<file path="src/rtl/nap_arb_pkg.sv">
// Shared types and helpers for the NAP read arbiter.
package nap_arb_pkg;

   typedef enum logic {
      AR_IDLE  = 1'b0,
      AR_ISSUE = 1'b1
   } ar_state_t;

   localparam logic [1:0] AXI_BURST_INCR = 2'b01;

   // AXI size code for a full-width beat: log2 of the bus width in bytes.
   function automatic logic [2:0] calc_arsize(input int data_w);
      int bytes;
      calc_arsize = 3'd0;
      bytes = data_w / 8;
      for (int s = 0; s < 8; s++) begin
         if ((1 << s) == bytes) calc_arsize = 3'(s);
      end
   endfunction

endpackage

</file>
<file path="src/rtl/nap_read_arbiter_rr.sv">
// Round-robin grant: the search starts at ptr and wraps, first request wins.
module rr_arbiter #(
   parameter int NUM_REQ = 4,
   parameter int IDX_W   = $clog2(NUM_REQ)
) (
   input  logic [NUM_REQ-1:0] req,
   input  logic [IDX_W-1:0]   ptr,
   output logic [NUM_REQ-1:0] gnt,
   output logic [IDX_W-1:0]   gnt_idx,
   output logic               gnt_vld
);

   // Scan the request vector starting at the priority slot.
   always_comb begin
      int j;
      logic [IDX_W-1:0] jj;
      gnt     = '0;
      gnt_idx = '0;
      gnt_vld = 1'b0;
      j       = 0;
      jj      = '0;
      for (int k = 0; k < NUM_REQ; k++) begin
         j  = (int'(ptr) + k) % NUM_REQ;
         jj = IDX_W'(j);
         if (!gnt_vld && req[jj]) begin
            gnt_vld = 1'b1;
            gnt[jj] = 1'b1;
            gnt_idx = jj;
         end
      end
   end

endmodule

</file>
<file path="src/rtl/nap_read_arbiter.sv">
// Shares one NAP AXI read port between NUM_REQ requesters. AR requests are
// arbitrated round-robin and issued one at a time with ARID = requester index;
// R beats are steered back combinationally by RID.
module nap_read_arbiter
   import nap_arb_pkg::*;
#(
   parameter int NUM_REQ   = 4,
   parameter int ADDR_W    = 42,
   parameter int DATA_W    = 256,
   parameter int ID_W      = 8,
   parameter int MAX_OUTST = 8
) (
   input  logic                      i_clk,
   input  logic                      i_reset,
   input  logic [NUM_REQ-1:0]        i_req_arvalid,
   output logic [NUM_REQ-1:0]        o_req_arready,
   input  logic [NUM_REQ*ADDR_W-1:0] i_req_araddr,
   input  logic [NUM_REQ*8-1:0]      i_req_arlen,
   output logic [NUM_REQ-1:0]        o_req_rvalid,
   input  logic [NUM_REQ-1:0]        i_req_rready,
   output logic [DATA_W-1:0]         o_req_rdata,
   output logic [1:0]                o_req_rresp,
   output logic                      o_req_rlast,
   output logic                      o_nap_arvalid,
   input  logic                      i_nap_arready,
   output logic [ADDR_W-1:0]         o_nap_araddr,
   output logic [7:0]                o_nap_arlen,
   output logic [ID_W-1:0]           o_nap_arid,
   output logic [2:0]                o_nap_arsize,
   output logic [1:0]                o_nap_arburst,
   input  logic                      i_nap_rvalid,
   output logic                      o_nap_rready,
   input  logic [DATA_W-1:0]         i_nap_rdata,
   input  logic [1:0]                i_nap_rresp,
   input  logic [ID_W-1:0]           i_nap_rid,
   input  logic                      i_nap_rlast,
   output logic                      o_busy,
   output logic                      o_err_rid
);

   localparam int               IDX_W   = $clog2(NUM_REQ);
   localparam int               CNT_W   = $clog2(MAX_OUTST + 1);
   localparam logic [CNT_W-1:0] CNT_MAX = CNT_W'(MAX_OUTST);

   ar_state_t          state_q, state_d;
   logic [IDX_W-1:0]   ptr_q;
   logic [CNT_W-1:0]   cnt_q [NUM_REQ];
   logic [ADDR_W-1:0]  addr_q;
   logic [7:0]         len_q;
   logic [IDX_W-1:0]   id_q;
   logic               err_q;

   logic [NUM_REQ-1:0] elig;
   logic [NUM_REQ-1:0] gnt;
   logic [IDX_W-1:0]   gnt_idx;
   logic               gnt_vld;
   logic               grant_en;
   logic [ADDR_W-1:0]  sel_addr;
   logic [7:0]         sel_len;

   logic [IDX_W-1:0]   rid_idx;
   logic               rid_hi_zero;
   logic               rid_hit;
   logic               rid_ok;
   logic               sel_rready;
   logic               r_done;
   logic [NUM_REQ-1:0] cnt_nz;

   // A requester may compete only while it has room for another burst.
   always_comb begin
      elig   = '0;
      cnt_nz = '0;
      for (int i = 0; i < NUM_REQ; i++) begin
         elig[i]   = i_req_arvalid[i] && (cnt_q[i] < CNT_MAX);
         cnt_nz[i] = (cnt_q[i] != '0);
      end
   end

   rr_arbiter #(
      .NUM_REQ (NUM_REQ),
      .IDX_W   (IDX_W)
   ) u_rr (
      .req     (elig),
      .ptr     (ptr_q),
      .gnt     (gnt),
      .gnt_idx (gnt_idx),
      .gnt_vld (gnt_vld)
   );

   // AR FSM state register.
   always_ff @(posedge i_clk or posedge i_reset) begin
      if (i_reset) state_q <= AR_IDLE;
      else         state_q <= state_d;
   end

   // AR FSM next state: grant from IDLE, hold ARVALID in ISSUE until accepted.
   always_comb begin
      state_d       = state_q;
      grant_en      = 1'b0;
      o_nap_arvalid = 1'b0;
      o_req_arready = '0;
      case (state_q)
         AR_IDLE: begin
            if (gnt_vld && !i_reset) begin
               grant_en      = 1'b1;
               o_req_arready = gnt;
               state_d       = AR_ISSUE;
            end
         end
         AR_ISSUE: begin
            o_nap_arvalid = 1'b1;
            if (i_nap_arready) state_d = AR_IDLE;
         end
         default: state_d = AR_IDLE;
      endcase
   end

   // Select the winner's address and length from the flattened request buses.
   always_comb begin
      sel_addr = '0;
      sel_len  = '0;
      for (int i = 0; i < NUM_REQ; i++) begin
         if (gnt[i]) begin
            sel_addr = i_req_araddr[i*ADDR_W +: ADDR_W];
            sel_len  = i_req_arlen[i*8 +: 8];
         end
      end
   end

   // Capture AR fields at grant; the pointer moves one past the winner so the
   // winner has lowest priority next time.
   always_ff @(posedge i_clk or posedge i_reset) begin
      if (i_reset) begin
         addr_q <= '0;
         len_q  <= '0;
         id_q   <= '0;
         ptr_q  <= '0;
      end else if (grant_en) begin
         addr_q <= sel_addr;
         len_q  <= sel_len;
         id_q   <= gnt_idx;
         ptr_q  <= (gnt_idx == IDX_W'(NUM_REQ - 1)) ? '0 : gnt_idx + IDX_W'(1);
      end
   end

   assign o_nap_araddr  = addr_q;
   assign o_nap_arlen   = len_q;
   assign o_nap_arid    = ID_W'(id_q);
   assign o_nap_arsize  = calc_arsize(DATA_W);
   assign o_nap_arburst = AXI_BURST_INCR;

   assign rid_idx = i_nap_rid[IDX_W-1:0];

   if (ID_W > IDX_W) begin : g_rid_hi
      assign rid_hi_zero = ~|i_nap_rid[ID_W-1:IDX_W];
   end else begin : g_rid_nohi
      assign rid_hi_zero = 1'b1;
   end

   // A beat is routable only to an existing requester with a burst in flight;
   // anything else is swallowed so the NAP never deadlocks on a stray ID.
   always_comb begin
      rid_hit      = 1'b0;
      sel_rready   = 1'b0;
      o_req_rvalid = '0;
      for (int i = 0; i < NUM_REQ; i++) begin
         if (rid_idx == IDX_W'(i)) begin
            rid_hit    = cnt_nz[i];
            sel_rready = i_req_rready[i];
         end
      end
      rid_ok = rid_hi_zero && rid_hit;
      for (int i = 0; i < NUM_REQ; i++) begin
         o_req_rvalid[i] = i_nap_rvalid && rid_ok && (rid_idx == IDX_W'(i));
      end
      o_nap_rready = rid_ok ? sel_rready : 1'b1;
      r_done       = i_nap_rvalid && rid_ok && sel_rready && i_nap_rlast;
   end

   assign o_req_rdata = i_nap_rdata;
   assign o_req_rresp = i_nap_rresp;
   assign o_req_rlast = i_nap_rlast;

   // Outstanding burst counters: up at grant, down at routed RLAST.
   always_ff @(posedge i_clk or posedge i_reset) begin
      if (i_reset) begin
         for (int i = 0; i < NUM_REQ; i++) cnt_q[i] <= '0;
      end else begin
         for (int i = 0; i < NUM_REQ; i++) begin
            case ({grant_en && gnt[i], r_done && (rid_idx == IDX_W'(i))})
               2'b10:   cnt_q[i] <= cnt_q[i] + CNT_W'(1);
               2'b01:   cnt_q[i] <= cnt_q[i] - CNT_W'(1);
               default: cnt_q[i] <= cnt_q[i];
            endcase
         end
      end
   end

   // Sticky flag for any beat that could not be routed.
   always_ff @(posedge i_clk or posedge i_reset) begin
      if (i_reset)                      err_q <= 1'b0;
      else if (i_nap_rvalid && !rid_ok) err_q <= 1'b1;
   end

   assign o_err_rid = err_q;
   assign o_busy    = (state_q == AR_ISSUE) || (|cnt_nz);

endmodule

</file>
<file path="config.mk">
export PLATFORM = sky130hd
export DESIGN_NAME = nap_read_arbiter
export DESIGN_NICKNAME = d
export VERILOG_FILES = /design/src/rtl/nap_arb_pkg.sv /design/src/rtl/nap_read_arbiter_rr.sv /design/src/rtl/nap_read_arbiter.sv
export SDC_FILE = /design/constraint.sdc
export NUM_CORES = 1
export LEC_CHECK = 0
export ABC_AREA = 1
export CORE_AREA = 8 8 311 313
export CTS_BUF_LIST = sky130_fd_sc_hd__clkbuf_4 sky130_fd_sc_hd__clkbuf_8
export DETAILED_ROUTE_END_ITERATION = 16
export DIE_AREA = 0 0 319 321
export PLACE_DENSITY_LB_ADDON = 0.05
export SYNTH_ARGS = -nofsm -noshare
export SYNTH_HDL_FRONTEND = slang
export SYNTH_HIERARCHICAL = 1
export SYNTH_SLANG_ARGS = --single-unit
</file>
<file path="constraint.sdc">
create_clock -name i_clk -period 4.5 [get_ports i_clk]
set_input_delay 0.9 -clock i_clk [delete_from_list [all_inputs] [get_ports i_clk]]
set_output_delay 0.9 -clock i_clk [all_outputs]
set_load 0.02 [all_outputs]
</file>
==> run_results.csv, run 1 <==
group,metric,value,unit
global_route,grt_max_degree,51,
critical_path,cp.required,3.60,ns
critical_path,critPathLaunch,"i_req_arvalid[3]",
floorplanning,die_area,0.102,mm^2
timing,min_period,4.22,ns
route,antenna_left,0,
place,gp_congestion,0.667,
timing,relSlewSlack,0.494,
clocking,cts-hold-fix-buffers,0,
timing,fmax,237,MHz
synth,synthCells,1020,
clocking,htreeDepth,3,
finish,final_cell_count_no_fill,2241,
floorplanning,dieWidth,319,um
global_route,grt_pass1_vias,7385,
clocking,clock_latency,0.44,ns
place,dp_hpwl,34300,um
job,maxCapViolations,0,
clocking,clk_pin_slew,0.10,ns
synth,ys_seq_area_frac,0.249,
clocking,cts_buffers,9,
synth,syn_area,0.00723,mm^2
synth,synth_ff_type,"dfrtp_1",
timing,setup_viol,0,
clocking,cts_tree,"built",
critical_path,cp_slowest_cell,"clkdlybuf4s50_1",
critical_path,worstSetupEndpointType,"output pin",
critical_path,worst-path-stages,14,
timing,grt_setup_unrepaired,"false",
global_route,grt_antenna_before_repair,6,
place,portBuffers,285,
timing,final.setup_skew,0.0258,ns
timing,drv_slew,0,
min_path,hold_class,"reg -> reg",
place,dpl_cell_area,0.00955,mm^2
finish,drive_above_1_share,0.0701,
synth,synth.distinct_cells,31,
power,vdd_drop_max,407,uV
global_route,grt_pass1_wl,59800,um
synth,syn_avg_cell_area,7.09,um^2
power,power.density,678,mW/mm^2
floorplanning,die_y,321,um
critical_path,cp_data_arrival_time,3.32,ns
route,drt-initial-drc-count,253,
global_route,overflow,0,
synth,synthArstFlopShare,1.00,
route,wirelength,43900,um
route,first_pass_iters,5,
route,vias,6413,
critical_path,worstPathCellList,"clkdlybuf4s50_1 -> inv_1 -> nor2_1 -> inv_1 -> nand2_1 -> nand2_1 -> nand2_1 -> nand2_2 -> inv_1 -> nand3_1 -> nand3_4 -> inv_2 -> nor2_2 -> clkdlybuf4s50_1",
floorplanning,core-area,0.0922,mm^2
critical_path,critPathMaxStageDelay,0.65,ns
timing,worst_slew_pin_slew,0.759,ns
global_route,grt_usage,0.0831,
route,post_drt_wl_per_cell,19.6,um
synth,synth_edf_count,0,
critical_path,r2r_cells,17,
outcome,status,"complete, no violations",
synth,ys_warn_count,6,
floorplanning,num_rows,112,
route,avgViaCountPerCell,2.86,
critical_path,start_kind,"primary input",
floorplanning,initial_core_util,0.0784,
finish,fillers,10700,
critical_path,endpoint,"o_req_arready[2]",
place,pre_cts_slack,0.107,ns
timing,hold_viol,0,
finish,areaGrowthSynthToFinish,35.1,%
critical_path,crit_buf_inv,6,
critical_path,crit_fanout,8,
critical_path,timing.rr.end,"cnt_q[2]",
critical_path,rrSetupSlack,1.09,ns
critical_path,critPathTopFamily,"buffers and inverters",
critical_path,crit_type,"in -> out",
timing,fin_crit_sh,0.939,
clocking,cts_root_buf,"clkbuf_8",
route,route.detailed.drc,0,
critical_path,r2r-start,"ptr_q[1]",
floorplanning,io_pins,813,
clocking,cts_buffer_depth,2,
power,leakage,3.93,nW
finish,fin_area,0.00977,mm^2
synth,synth-seq-cells,72,
clocking,cts.sinks,72,
finish,nets,1533,
timing,setup_ws,0.276,ns
place,place_inst,2222,
timing,fin_tns_setup,0,ns
min_path,hold_depth,2,
[how the worst min path moves through the flow]
| stage | startpoint | to | slack, ns |
|---|---|---|---|
| after floorplan | cnt_q[7] | cnt_q[7] | 0.46 |
| after global placement | o_err_rid | o_err_rid | 0.46 |
| after detailed placement | id_q[1] | id_q[1] | 0.47 |
| after CTS | o_err_rid | o_err_rid | 0.50 |
| after global routing | id_q[1] | id_q[1] | 0.52 |
| final | o_err_rid | o_err_rid | 0.49 |
[cells in the final DEF (no fill, tap or decap), drive strengths merged, types with 3 or more instances in the layout]
cell           netlist  final
nand4               20     20
a21boi               4      4
o21ai                8      8
buf                298     20
xnor2                4      4
clkdlybuf4s50        0    283
nand2              292    292
nand3               82     82
a21oi               61     61
xor2                 3      3
inv                 52     54
conb                 2     11
nor2                39     39
diode                0      3
clkbuf              11      9
dfrtp               72     72
o211ai              50     50
clkinv               0      4
ha                  18     18
[what timing repair did]
item,CTS,global route
gates resized for setup,1,3
pin swaps,0,0
endpoints found under the setup margin,1,3
setup buffers,0,0
[kinds of logic (layout without fill, tap and decap cells)]
logic type,Yosys count,after routing,synth area share
adders and majority gates,18,18,0.0311
buffers and inverters,361,373,0.341
AOI/OAI and AO/OA,125,125,0.106
xor gates and xnor gates,7,7,0.00848
and+or+nand+nor,435,435,0.263
DFF,72,72,0.249
other,2,14,0.00104
[flip-flops by register name, indices dropped and copies added (netlist names)]
signal	flops
cnt_q	16
id_q	2
o_err_rid	1
o_nap_araddr	42
o_nap_arlen	8
ptr_q	2
state_q	1
[Yosys cell counts, types with 8 or more instances]
library cell	n	area, um^2
buf_4	275	2060
nand2_1	274	1030
nand3_1	79	395
dfrtp_1	72	1800
a21oi_1	61	305
o211ai_1	50	375
inv_1	46	173
nor2_1	34	128
nand4_1	20	125
ha_1	18	225
nand2_2	16	100
buf_2	15	75.1
clkbuf_1	11	41.3
buf_6	8	90.1
[per-layer routing]
layer,vias up,part of all wire,wire length [um],track usage
li1,3049,-,-,-
met1,2916,0.36,15800,0.0837
met2,306,0.48,21200,0.141
met3,140,0.099,4360,0.0386
met4,2,0.057,2510,0.0494
met5,-,0.00030,13,0
[area by class of cell]
class,instances,area [um^2],area share
Clock inverter,7,78.8,0.00807
Multi-Input combinational cell,596,3020,0.310
Clock buffer,9,124,0.0127
Inverter,52,200,0.0205
Tap cell,1197,1500,0.153
Timing Repair Buffer,305,3030,0.311
Antenna cell,3,7.51,0.000769
Sequential cell,72,1800,0.185
[worst reg2reg max path: stages, from the launching register on]
cell and delay (ns):
dfrtp_2 0.47, inv_1 0.18, ha_1 0.43, inv_1 0.12
nand2_1 0.10, nand2_2 0.06, nor2_4 0.23, nand4_1 0.19
nand3_4 0.20, inv_2 0.09, nand2_4 0.10, ha_1 0.24
nor2_1 0.06, nor2_1 0.20, ha_1 0.18, a21oi_1 0.05
or2_2 0.30, a31oi_1 0.14
[per-stage QoR]
step / util / power, W / hold WS, ns
floorplan: - / 0.00430 / 0.463
global placement: 0.104 / 0.00638 / 0.459
global route: 0.106 / 0.00742 / 0.520
finish: 0.106 / 0.00662 / 0.493
CTS: 0.106 / 0.00703 / 0.503
detailed placement: 0.104 / 0.00629 / 0.469
[report_power, final]
part / total, W / internal, W / switching, W
Clock: 0.000660 / 0.000264 / 0.000396
Combinational: 0.00478 / 0.00162 / 0.00316
Sequential: 0.00118 / 0.000951 / 0.000227
Total: 0.00662 / 0.00284 / 0.00378
No activity file was read; power rests on OpenSTA's default activity.
==> run 2: changes to the inputs <==
Settings changed: CORE_AREA 8 8 311 313 to 8 8 314 316, DIE_AREA 0 0 319 321 to 0 0 322 324, SETUP_SLACK_MARGIN set to 0.02, SYNTH_HIERARCHICAL 1 to unset.
==> run_results.csv, run 2 <==
group,metric,value,unit
finish,areaGrowthSynthToFinish,31.9,%
global_route,grt_antenna_before_repair,8,
synth,ys_warn_count,0,
synth,ys_seq_area_frac,0.229,
timing,final.setup_skew,0.0197,ns
timing,hold_viol,0,
clocking,cts_root_buf,"clkbuf_8",
timing,drv_slew,0,
route,wirelength,50600,um
timing,fin_tns_setup,0,ns
synth,synth_ff_type,"dfrtp_1",
synth,ys_top_cells_by_area,"buf_4, dfrtp_1, nand2_1",
place,portBuffers,285,
place,gp_congestion,0.675,
timing,hold_slack,0.473,ns
global_route,grt_max_degree,51,
timing,worst_slew_pin_slew,0.975,ns
synth,synth_edf_count,0,
place,dp_hpwl,36600,um
place,dpl_cell_area,0.0102,mm^2
synth,synth_commonest_cells,"nand2_1, buf_4, nand3_1",
route,drt-initial-drc-count,278,
route,avgViaCountPerCell,2.97,
min_path,min_from,"o_err_rid",
critical_path,start_kind,"flop",
power,vdd_drop_max,121,uV
finish,largest_reg_flops,42,
route,post_drt_wl_per_cell,20.5,um
clocking,cts-hold-fix-buffers,0,
floorplanning,initial_core_util,0.0837,
floorplanning,die_area,0.104,mm^2
route,first_pass_iters,4,
clocking,clock_latency,0.44,ns
power,power.density,147,mW/mm^2
min_path,hold_class,"reg -> reg",
critical_path,critPathLaunch,"ptr_q[1]",
clocking,cts_buffer_depth,2,
floorplanning,die_y,324,um
synth,syn_avg_cell_area,6.57,um^2
finish,final_cell_mix,"nand2_1, clkdlybuf4s50_1, nand3_1, a21oi_1, inv_1",
clocking,clk_pin_slew,0.11,ns
global_route,grt_usage,0.0934,
timing,setup_ws,0.382,ns
floorplanning,dieWidth,322,um
floorplanning,io_pins,813,
critical_path,endpoint,"o_req_arready[2]",
timing,min_period,4.12,ns
clocking,cts.sinks,72,
finish,layout_commonest_cell,"nand2_1",
floorplanning,core-area,0.0939,mm^2
critical_path,crit_fanout,8,
critical_path,worstSetupEndpointType,"output pin",
clocking,cts_tree,"built",
finish,fin_area,0.0104,mm^2
clocking,htreeDepth,3,
critical_path,r2r-start,"ptr_q[1]",
critical_path,rrSetupSlack,0.76,ns
timing,fmax,243,MHz
synth,yosysMostFrequentCell,"nand2_1",
synth,yosys.area.top_type,"buf_4",
route,vias,7335,
synth,synth.top_cell.area_share,0.266,
route,antenna_left,0,
floorplanning,num_rows,113,
finish,drive_above_1_share,0.0507,
global_route,grt_pass1_wl,67500,um
power,finalPower,0.00153,W
synth,synth.distinct_cells,31,
critical_path,cp.required,3.60,ns
timing,setup_viol,0,
synth,syn_area,0.00786,mm^2
route,route.detailed.drc,0,
job,maxCapViolations,0,
timing,relSlewSlack,0.350,
clocking,post_cts_buffers,0,
timing,fin_crit_sh,0.915,
clocking,cts_buffers,9,
synth,synth-seq-cells,72,
global_route,overflow,0,
synth,synthArstFlopShare,1.00,
critical_path,r2r_cells,17,
power,leakage,4.64,nW
outcome,status,"complete, no violations",
synth,synthCells,1197,
critical_path,cp_data_arrival_time,3.22,ns
critical_path,crit_type,"reg -> out",
global_route,grt_pass1_vias,8146,
critical_path,timing.rr.end,"o_nap_araddr[15]",
place,pre_cts_slack,0.159,ns
timing,grt_setup_unrepaired,"false",
finish,nets,1694,
==> run 2: cell types whose count changed in the layout (fill, tap and decap cells not counted), moves of 39 or more <==
| cell | previous run | this run |
|---|---|---|
| a21oi_1 | 61 | 105 |
| inv_1 | 46 | 85 |
| nand2_1 | 274 | 314 |
| nand3_1 | 77 | 123 |
| nor2_1 | 33 | 81 |
| o211ai_1 | 50 | 4 |
==> run 2: kinds of logic (layout without fill, tap and decap cells) <==
kind of cell,Yosys count,after routing,share of synthesized area
xor gates and xnor gates,16,16,0.0178
AOI/OAI and AO/OA,125,125,0.0831
other,2,15,0.000955
and+or+nand+nor,550,550,0.297
DFF,72,72,0.229
buffers and inverters,414,410,0.344
adders and majority gates,18,18,0.0287
==> run 2: repair_timing <==
action | 4_1_cts | 5_1_grt
hold endpoints to repair | 0 | 0
cloned | 0 | 0
endpoints found under the setup margin | 2 | 3
pin swaps | 0 | 0
gates resized for setup | 3 | 3
==> run 2: worst min path at each step <==
stage                end  cells past startpoint  slack (ns)
6_report       o_err_rid                      1        0.47
5_1_grt        o_err_rid                      1        0.50
4_1_cts        o_err_rid                      1        0.49
3_5_place_dp   o_err_rid                      1        0.46
3_3_place_gp   o_err_rid                      1        0.45
2_1_floorplan   cnt_q[0]                      1        0.49
==> run 2: area by class of cell <==
cell class | instances | area, um^2
Fill cell | 11000 | 83500
Tap cell | 1265 | 1580
Clock buffer | 9 | 124
Clock inverter | 7 | 62.6
Sequential cell | 72 | 1800
Multi-Input combinational cell | 720 | 3430
Antenna cell | 4 | 10.0
Inverter | 91 | 350
Timing Repair Buffer | 303 | 3000
==> run 2: power breakdown <==
part	switching (W)	internal (W)
Sequential	0.00000186	0.000648
Combinational	0.0000706	0.000172
Clock	0.000383	0.000252
==> run 2: worst max-delay path, cell delays in order (launching register included) <==
cell and delay [ns]:
dfrtp_1 0.38, buf_4 0.17, inv_1 0.20, ha_1 0.36, inv_1 0.13, nand3_1 0.08
nand2_1 0.14, nand2_2 0.08, nor2_4 0.16, nand2_1 0.13, nand3_4 0.14, inv_2 0.09
nand2_2 0.12, inv_1 0.05, clkdlybuf4s50_1 0.54
==> run 2: layer usage <==
metal  share of wire  track usage  up-vias
met5          0.0011            0        -
li1                -            -     3488
met2            0.49        0.160      297
met3           0.066       0.0260      187
met4           0.053       0.0569        8
met1            0.39        0.103     3355
==> run 2: stage by stage <==
stage	util	cells
after floorplan	-	1206
after global placement	0.108	2451
after detailed placement	0.108	2451
after CTS	0.110	2467
after global routing	0.110	2470
final	0.110	2471
